## config.mk

```make
export PLATFORM = sky130hd
export DESIGN_NAME = ctr_n_updown
export DESIGN_NICKNAME = d
export VERILOG_FILES = /design/src/rtl/ctr_pkg.sv /design/src/rtl/ctr_tick_gen.sv /design/src/rtl/ctr_n_updown.sv
export SDC_FILE = /design/constraint.sdc
export NUM_CORES = 1
export LEC_CHECK = 0
export CAP_MARGIN = 15
export CORE_MARGIN = 5
export CORE_UTILIZATION = 48
export CTS_CLUSTER_DIAMETER = 120
export DETAILED_ROUTE_END_ITERATION = 10
export PLACE_DENSITY = 0.79
export SYNTH_ARGS = -nofsm -noshare
export SYNTH_HDL_FRONTEND = slang
export SYNTH_SLANG_ARGS = --single-unit
```

## constraint.sdc

```tcl
create_clock -name MasterClock -period 2.7 [get_ports MasterClock]
set_input_delay 0.405 -clock MasterClock [delete_from_list [all_inputs] [get_ports MasterClock]]
set_output_delay 0.405 -clock MasterClock [all_outputs]
set_load 0.1 [all_outputs]
```

## src/rtl/ctr_pkg.sv

```systemverilog
// rtl/ctr_pkg.sv - shared types for the ctr_n_updown counter family
//
// Purpose: run-mode and run-state enumerations used by ctr_n_updown and
//          anything that decodes its MODE input.
// Ports:   none (package).
package ctr_pkg;

  typedef enum logic [1:0] {
    CTR_FREE     = 2'd0,
    CTR_PERIODIC = 2'd1,
    CTR_ONESHOT  = 2'd2,
    CTR_RSVD     = 2'd3
  } ctr_mode_t;

  typedef enum logic {
    CTR_RUN  = 1'b0,
    CTR_HALT = 1'b1
  } ctr_state_t;

endpackage

```

## src/rtl/ctr_tick_gen.sv

```systemverilog
// rtl/ctr_tick_gen.sv - CK strobe qualifier (rising-edge detect or level enable)
//
// Purpose: turns an asynchronous-ish strobe into a one-MasterClock tick.
//          CK_EDGE=1: tick on the first clk cycle ck is seen high after low.
//          CK_EDGE=0: tick on every clk cycle ck is high.
// Ports:
//   clk   input   system clock
//   rst   input   asynchronous active-high reset
//   ck    input   raw strobe
//   tick  output  qualified tick (combinational, same cycle as ck rises)
module ctr_tick_gen #(
  parameter bit CK_EDGE = 1'b1
) (
  input  logic clk,
  input  logic rst,
  input  logic ck,
  output logic tick
);

  logic ck_q;

  always_ff @(posedge clk or posedge rst) begin
    if (rst) begin
      ck_q <= 1'b0;
    end else begin
      ck_q <= ck;
    end
  end

  // The tick is taken from the live ck against its registered copy, so the
  // edge detector costs no extra cycle of latency.
  assign tick = CK_EDGE ? (ck & ~ck_q) : ck;

endmodule

```

## src/rtl/ctr_n_updown.sv

```systemverilog
// rtl/ctr_n_updown.sv - parametrised loadable up/down counter with run modes
//
// Purpose: WIDTH-bit cascadable counter with reload register, free/periodic/
//          one-shot modes, combinational ripple carry and registered TC pulse.
// Optional: define CTR_CAPTURE_EN to add the CAPT/CAPQ snapshot register.
// Ports:
//   CAPT         input   snapshot strobe (CTR_CAPTURE_EN only)
//   CAPQ         output  snapshot of Q (CTR_CAPTURE_EN only)
//   MasterClock  input   system clock
//   RESET        input   asynchronous active-high reset
//   CK           input   count/load strobe, qualified by CK_EDGE
//   D            input   parallel load data
//   LDL          input   active-low synchronous load
//   ENAB         input   count enable / carry-in
//   UP           input   1 = up, 0 = down
//   MODE         input   0 free, 1 periodic, 2 one-shot, 3 free
//   Q / QL       output  count value and its complement
//   CY           output  combinational carry/borrow-out
//   TC           output  registered one-cycle terminal-count pulse
//   DONE         output  one-shot expired flag
module ctr_n_updown
  import ctr_pkg::*;
#(
  parameter int WIDTH   = 8,
  parameter bit CK_EDGE = 1'b1
) (
`ifdef CTR_CAPTURE_EN
  input  logic             CAPT,
  output logic [WIDTH-1:0] CAPQ,
`endif
  input  logic             MasterClock,
  input  logic             RESET,
  input  logic             CK,
  input  logic [WIDTH-1:0] D,
  input  logic             LDL,
  input  logic             ENAB,
  input  logic             UP,
  input  logic [1:0]       MODE,
  output logic [WIDTH-1:0] Q,
  output logic [WIDTH-1:0] QL,
  output logic             CY,
  output logic             TC,
  output logic             DONE
);

  localparam logic [WIDTH-1:0] ONE = {{(WIDTH-1){1'b0}}, 1'b1};

  logic [WIDTH-1:0] q_q, q_d;
  logic [WIDTH-1:0] rld_q, rld_d;
  ctr_state_t       state_q, state_d;
  logic             tc_q, tc_d;
  logic             tick;
  logic             term;
  ctr_mode_t        mode;

  ctr_tick_gen #(.CK_EDGE(CK_EDGE)) u_tick (
    .clk  (MasterClock),
    .rst  (RESET),
    .ck   (CK),
    .tick (tick)
  );

  assign mode = ctr_mode_t'(MODE);
  assign term = UP ? (q_q == '1) : (q_q == '0);

  always_ff @(posedge MasterClock or posedge RESET) begin
    if (RESET) begin
      q_q     <= '0;
      rld_q   <= '0;
      state_q <= CTR_RUN;
      tc_q    <= 1'b0;
    end else begin
      q_q     <= q_d;
      rld_q   <= rld_d;
      state_q <= state_d;
      tc_q    <= tc_d;
    end
  end

  always_comb begin
    q_d     = q_q;
    rld_d   = rld_q;
    state_d = state_q;
    tc_d    = 1'b0;
    if (tick) begin
      if (!LDL) begin
        q_d     = D;
        rld_d   = D;
        state_d = CTR_RUN;
      end else if (ENAB && (state_q == CTR_RUN)) begin
        if (!term) begin
          q_d = UP ? (q_q + ONE) : (q_q - ONE);
        end else begin
          tc_d = 1'b1;
          case (mode)
            CTR_PERIODIC: q_d = rld_q;
            CTR_ONESHOT:  state_d = CTR_HALT;
            // Free and reserved wrap to the opposite end.
            default:      q_d = UP ? '0 : '1;
          endcase
        end
      end
    end
  end

`ifdef CTR_CAPTURE_EN
  logic [WIDTH-1:0] capq_q;

  // Snapshot is independent of tick so software gets a coherent read of Q.
  always_ff @(posedge MasterClock or posedge RESET) begin
    if (RESET) begin
      capq_q <= '0;
    end else if (CAPT) begin
      capq_q <= q_q;
    end
  end

  assign CAPQ = capq_q;
`endif

  assign Q    = q_q;
  assign QL   = ~q_q;
  assign TC   = tc_q;
  // DONE is simply the halted state; a load or reset is the only way out.
  assign DONE = (state_q == CTR_HALT);
  assign CY   = ENAB & term & (state_q == CTR_RUN);

endmodule
```

# --- Word level (Yosys, flattened, before mapping) ---
# Index checks and enable logic that the tools add are counted.
# Widths: inputs -> output; s select.
word_totals:
  out_inout_bits: 19
  elab_cells: 41
  inputBits: 16
  regBits: 19
op_classes:
  n_eq_ne: 7
  n_addsub: 2
  bitwise: 7
  n_mux: 15
  n_reduce_logical: 5
ops:
  columns: ["operator", "n"]
  rows:
  - ["$mux 8", 5]
  - ["$pmux 8 s2", 1]
  - ["$mux 1", 9]
  - ["$add 8x1->8 const B", 1]
  - ["$eq 8x8->1 const B", 1]
  - ["$logic_not 8->1", 1]
  - ["$not 8->8", 1]
  - ["$sub 8x1->8 const B", 1]
  - ["$ne 2x1->1 const B", 3]
  - ["$reduce_and 4->1", 1]
  - ["$and 1x1->1", 3]
  - ["$ne 3x3->1 const B", 1]
  - ["$not 1->1", 3]
  - ["$reduce_and 3->1", 1]
  - ["$eq 2x1->1 const B", 1]
  - ["$eq 2x2->1 const B", 1]
  - ["$reduce_and 2->1", 1]
  - ["$logic_and 1x1->1", 1]

# --- Logic depth before layout (Yosys ltp) ---
depth:
  depth_word: 6
  ltp_mapped: 8
  depth_no_buf: 8

# --- Cells and area by module ---
# From an unflattened synthesis, not the netlist that was laid out.
hier_totals:
  hier_cells: 144
  area_unflattened_um2: 1318.8
modules_own_cells:
  columns: ["mod", "cells_per_inst", "instances", "seq_area_each_um2", "area_each_um2"]
  rows:
  - ["ctr_n_updown", 141, 1, 450.4, 1276.2]
  - ["ctr_tick_gen", 3, 1, 25.0, 42.5]

# --- Worst setup path before layout ---
# Ideal clock, no wire load.
synth_timing:
  path_kind: "reg-to-output"
  from: "register q_q[6], in the netlist Q[6]"
  to: "output port CY"
  path_buffers: 1
  arrival_ns: 3.689
  slack_ns: -1.394
  stages_incl_launch_ff: 6
  cell_sequence: "dfrtp_1 > inv_1 > nor3_2 > a31oi_4 > buf_6 > nor2_1"
synth_via:
  elab_chain_len: 4
synth_rtl:
  columns: ["item", "line", "text"]
  rows:
  - ["start: declaration", "ctr_n_updown.sv:48", "logic [WIDTH-1:0] q_q, q_d;"]
  - ["start signal: assignment", "ctr_n_updown.sv:73", "q_q <= q_d;"]
  - ["$eq 8x8->1 / $logic_not 8->1 (equally long branches)", "ctr_n_updown.sv:64", "assign term = UP ? (q_q == '1) : (q_q == '0);"]
  - ["$mux 1 *", "ctr_n_updown.sv:64", null]
  - ["$and 1x1->1 * (2 in series)", "ctr_n_updown.sv:126", "assign CY = ENAB & term & (state_q == CTR_RUN);"]
  - ["end: declaration", "ctr_n_updown.sv:41", "output logic CY,"]
# Mark *: on every way between the ends. The rest lies on a longest branch, timed or not.

# --- Final worst setup path ---
layout_timing:
  from: "input port UP"
  to: "output port CY"
layout_via:
  elab_chain_len: 3
layout_rtl:
  columns: ["item", "line", "text"]
  rows:
  - ["start: declaration", "ctr_n_updown.sv:37", "input logic UP,"]
  - ["$mux 1", "ctr_n_updown.sv:64", null]
  - ["$and 1x1->1 (2 in series)", "ctr_n_updown.sv:126", null]
# No other way between the ends.

==> summary.txt <==
Timing
  – Fin crit period: around 2.4 ns
  – Setup Total Neg Slack: 0 ns
  – Final Worst Setup Slack: 0.2506 ns
  – Hold_ws: 0.4968 ns
  – Final Slew Violations: 0
  – Unrepaired setup endpoints after global routing: no
  – Achievable frequency: 408.3 MHz
  – Endpoints failing setup: 0
  – Slew @ Worst Pin: 0.7281 ns
  – Hold Fails Final Rpt: 0
  – Relative slew slack: 51.41%
  – Fin crit share: 90.72%
  – Setup Skew: 0.009640 ns

Floorplan
  – Chip Width: 62.72 um
  – Cell row count: 19
  – Die area: slightly below 0.004 mm2
  – Core Footprint: 0.002710 mm2
  – Die height: 62.72 um
  – Starting density of the core: 49.22%
  – I/O Pins: 35

Drt
  – Post-DRT Antenna Nets: 0
  – DRT iter0 DRCs: 74
  – DRT Pass-1 Iters: 4
  – DRC: 0
  – Routed WL per cell: 15.77 um
  – Total number of vias: 1179
  – Post-Route WL: ~3200 um
  – Vias per cell: 5.723

Setup path
  – CP required: 2.30 ns
  – Flop2flop setup slack: 0.59 ns
  – CP Launch Type: primary input
  – FF-to-FF End: Q[7]$_DFFE_PP0P_
  – CP Launch Point: UP
  – R2R depth: 7
  – CP Max Fanout: 17
  – Worst EP arrival: slightly above 2 ns
  – Critical R2R Launch: Q[3]$_DFFE_PP0P_
  – Critical path capture point type: primary output
  – CP Class: primary input to primary output

Synthesis
  – Most used DFF post-synth: dfrtp_1
  – Number of distinct library cells after synthesis: 41
  – Yosys synthesis warning count: 0
  – Commonest cells in the netlist: dfrtp_1, inv_1, nor2_1
  – Largest cells by area after synthesis: dfrtp_1, mux2_2, ha_1
  – Syn_nets: 160
  – Synth Register Bits: 19
  – Most common cell in the netlist: dfrtp_1
  – Synthesized instance count: about 140
  – Sequential area share after synthesis: 35.65%
  – Synthesized area: 0.001334 mm2
  – Synthesized area per cell: 9.736 um2
  – FFs w/ async S/R, synth: 100.0%
  – EDFF count, synth: 0
  – Yosys top cell area share: 35.65%
  – Leading area contributor after synthesis: dfrtp_1

Outcome
  – Status: finished clean

Cells and area
  – Share of layout cells above drive strength 1: 30.29%
  – Fin nets: 199
  – Fillcell total: 234
  – Util after Layout: 64.08%
  – Layout Area Growth over Synthesis: 30.21%
  – ANT cells: 0

Global route
  – Number of global-route vias before repair: 1212
  – Largest net degree at the start of global routing: 20
  – GRT Total Usage: 17.17%
  – First-pass GRT wire length: 5589 um
  – Antenna violations before repair: 0
  – Total gr overflow: 0

Clock network
  – # resized after CTS: 0
  – H-tree depth: 1
  – Clk sinks: 19
  – Hold-fix buffer count after cts: 0
  – Clk_lat worst skew: 0.31 ns
  – Max clock buf depth: 2
  – Post-CTS setup buffer count: 0
  – Reg clk slew, reported paths: ~0.12 ns
  – CTS Buf Count: 3
  – Root buf cell: clkbuf_4
  – CTS tree: built

Power
  – Leakage Power: 0.7856 nW
  – Maximum vdd drop: 0.7157 mV
  – Total Power: 0.001787 W
  – Power per cell area: 1029 mW/mm2

Flow run
  – Max-cap viol count: 0

Placement
  – Port Buffer Count: 34
  – GP Congestion: 0.7963
  – Dpl ws: between 0.04 and 0.05 ns
  – Post-DP HPWL: 2591 um

Worst hold path
  – Hold Crit Class: primary input to async pin
[where the power goes]
group | total, W | switching [W] | leakage (nW) | internal, W
sequential | 0.000450 | 0.0000952 | 0.223 | 0.000354
combinational | 0.00118 | 0.000857 | 0.545 | 0.000326
clock | 0.000154 | 0.0000983 | 0.0177 | 0.0000554
[state kept, by name (all words and copies together), names as in the netlist]
| signal | count |
|---|---|
| DONE | 1 |
| Q | 8 |
| TC | 1 |
| rld_q | 8 |
| u_tick.ck_q | 1 |
[worst max path at each step]
stage | slack [ns] | end
4_1_cts | 0.24 | CY
2_1_floorplan | -0.02 | CY
3_3_place_gp | 0.15 | Q[7]$_DFFE_PP0P_
3_5_place_dp | 0.05 | Q[7]$_DFFE_PP0P_
5_1_grt | 0.15 | CY
6_report | 0.25 | CY
[layout by cell type (no fill, tap or decap), types with 2 or more instances in the layout]
cell / count
dfrtp_1: 13
clkbuf_4: 3
nand2b_1: 3
o31ai_2: 2
o22a_1: 2
a211oi_1: 3
a31oi_1: 2
buf_4: 22
dfrtp_2: 5
ha_1: 6
nand4_1: 2
mux2i_1: 3
nand2_1: 8
inv_1: 12
nor2_1: 9
a22oi_1: 2
nor2b_1: 3
xor2_1: 3
o21bai_1: 2
nor3_1: 2
o21ai_1: 2
a21oi_1: 9
clkdlybuf4s50_1: 15
nor4_2: 2
a211o_1: 3
o21ai_0: 7
mux2_2: 8
xnor2_1: 3
[per-stage QoR]
step | area [um2] | instances
floorplan | 1361 | 137
global placement | 1709 | 202
detailed placement | 1709 | 202
CTS | 1737 | 206
global route | 1737 | 206
finish | 1737 | 206
[metal layers]
metal | part of all wire, % | vias up | track usage [%]
met5 | 0 | - | 0
met4 | 1.4 | 0 | 4.775
met3 | 5.1 | 5 | 4.137
met2 | 51 | 27 | 29.79
met1 | 43 | 570 | 21.01
li1 | - | 577 | -
[cell type report]
cell class	instances	area [um2]	share of cell area (%)
Sequential cell	19	485.5	27.95
Timing Repair Buffer	38	335.3	19.31
Clock inverter	1	5.005	0.2882
Tap cell	31	38.79	2.233
Inverter	13	52.55	3.026
Multi-Input combinational cell	101	797.0	45.89
Clock buffer	3	22.52	1.297
[cells by family (layout without fill, tap and decap cells)]
logic type | Yosys count | count (layout) | synth area share (%)
compound gates | 44 | 44 | 25.61
simple gates | 33 | 33 | 13.04
flops | 19 | 19 | 35.65
buf+inv | 17 | 55 | 5.629
mux | 11 | 11 | 9.006
fa+ha+maj | 7 | 7 | 7.129
xor+xnor | 6 | 6 | 3.941
[critical path, stage by stage]
cell and delay, ns:
clkdlybuf4s50_1 0.42, buf_4 0.16, nor4_2 0.32, a31oi_4 0.30, nor2_4 0.24, buf_12 0.19
(Power assumes the default switching activity.)
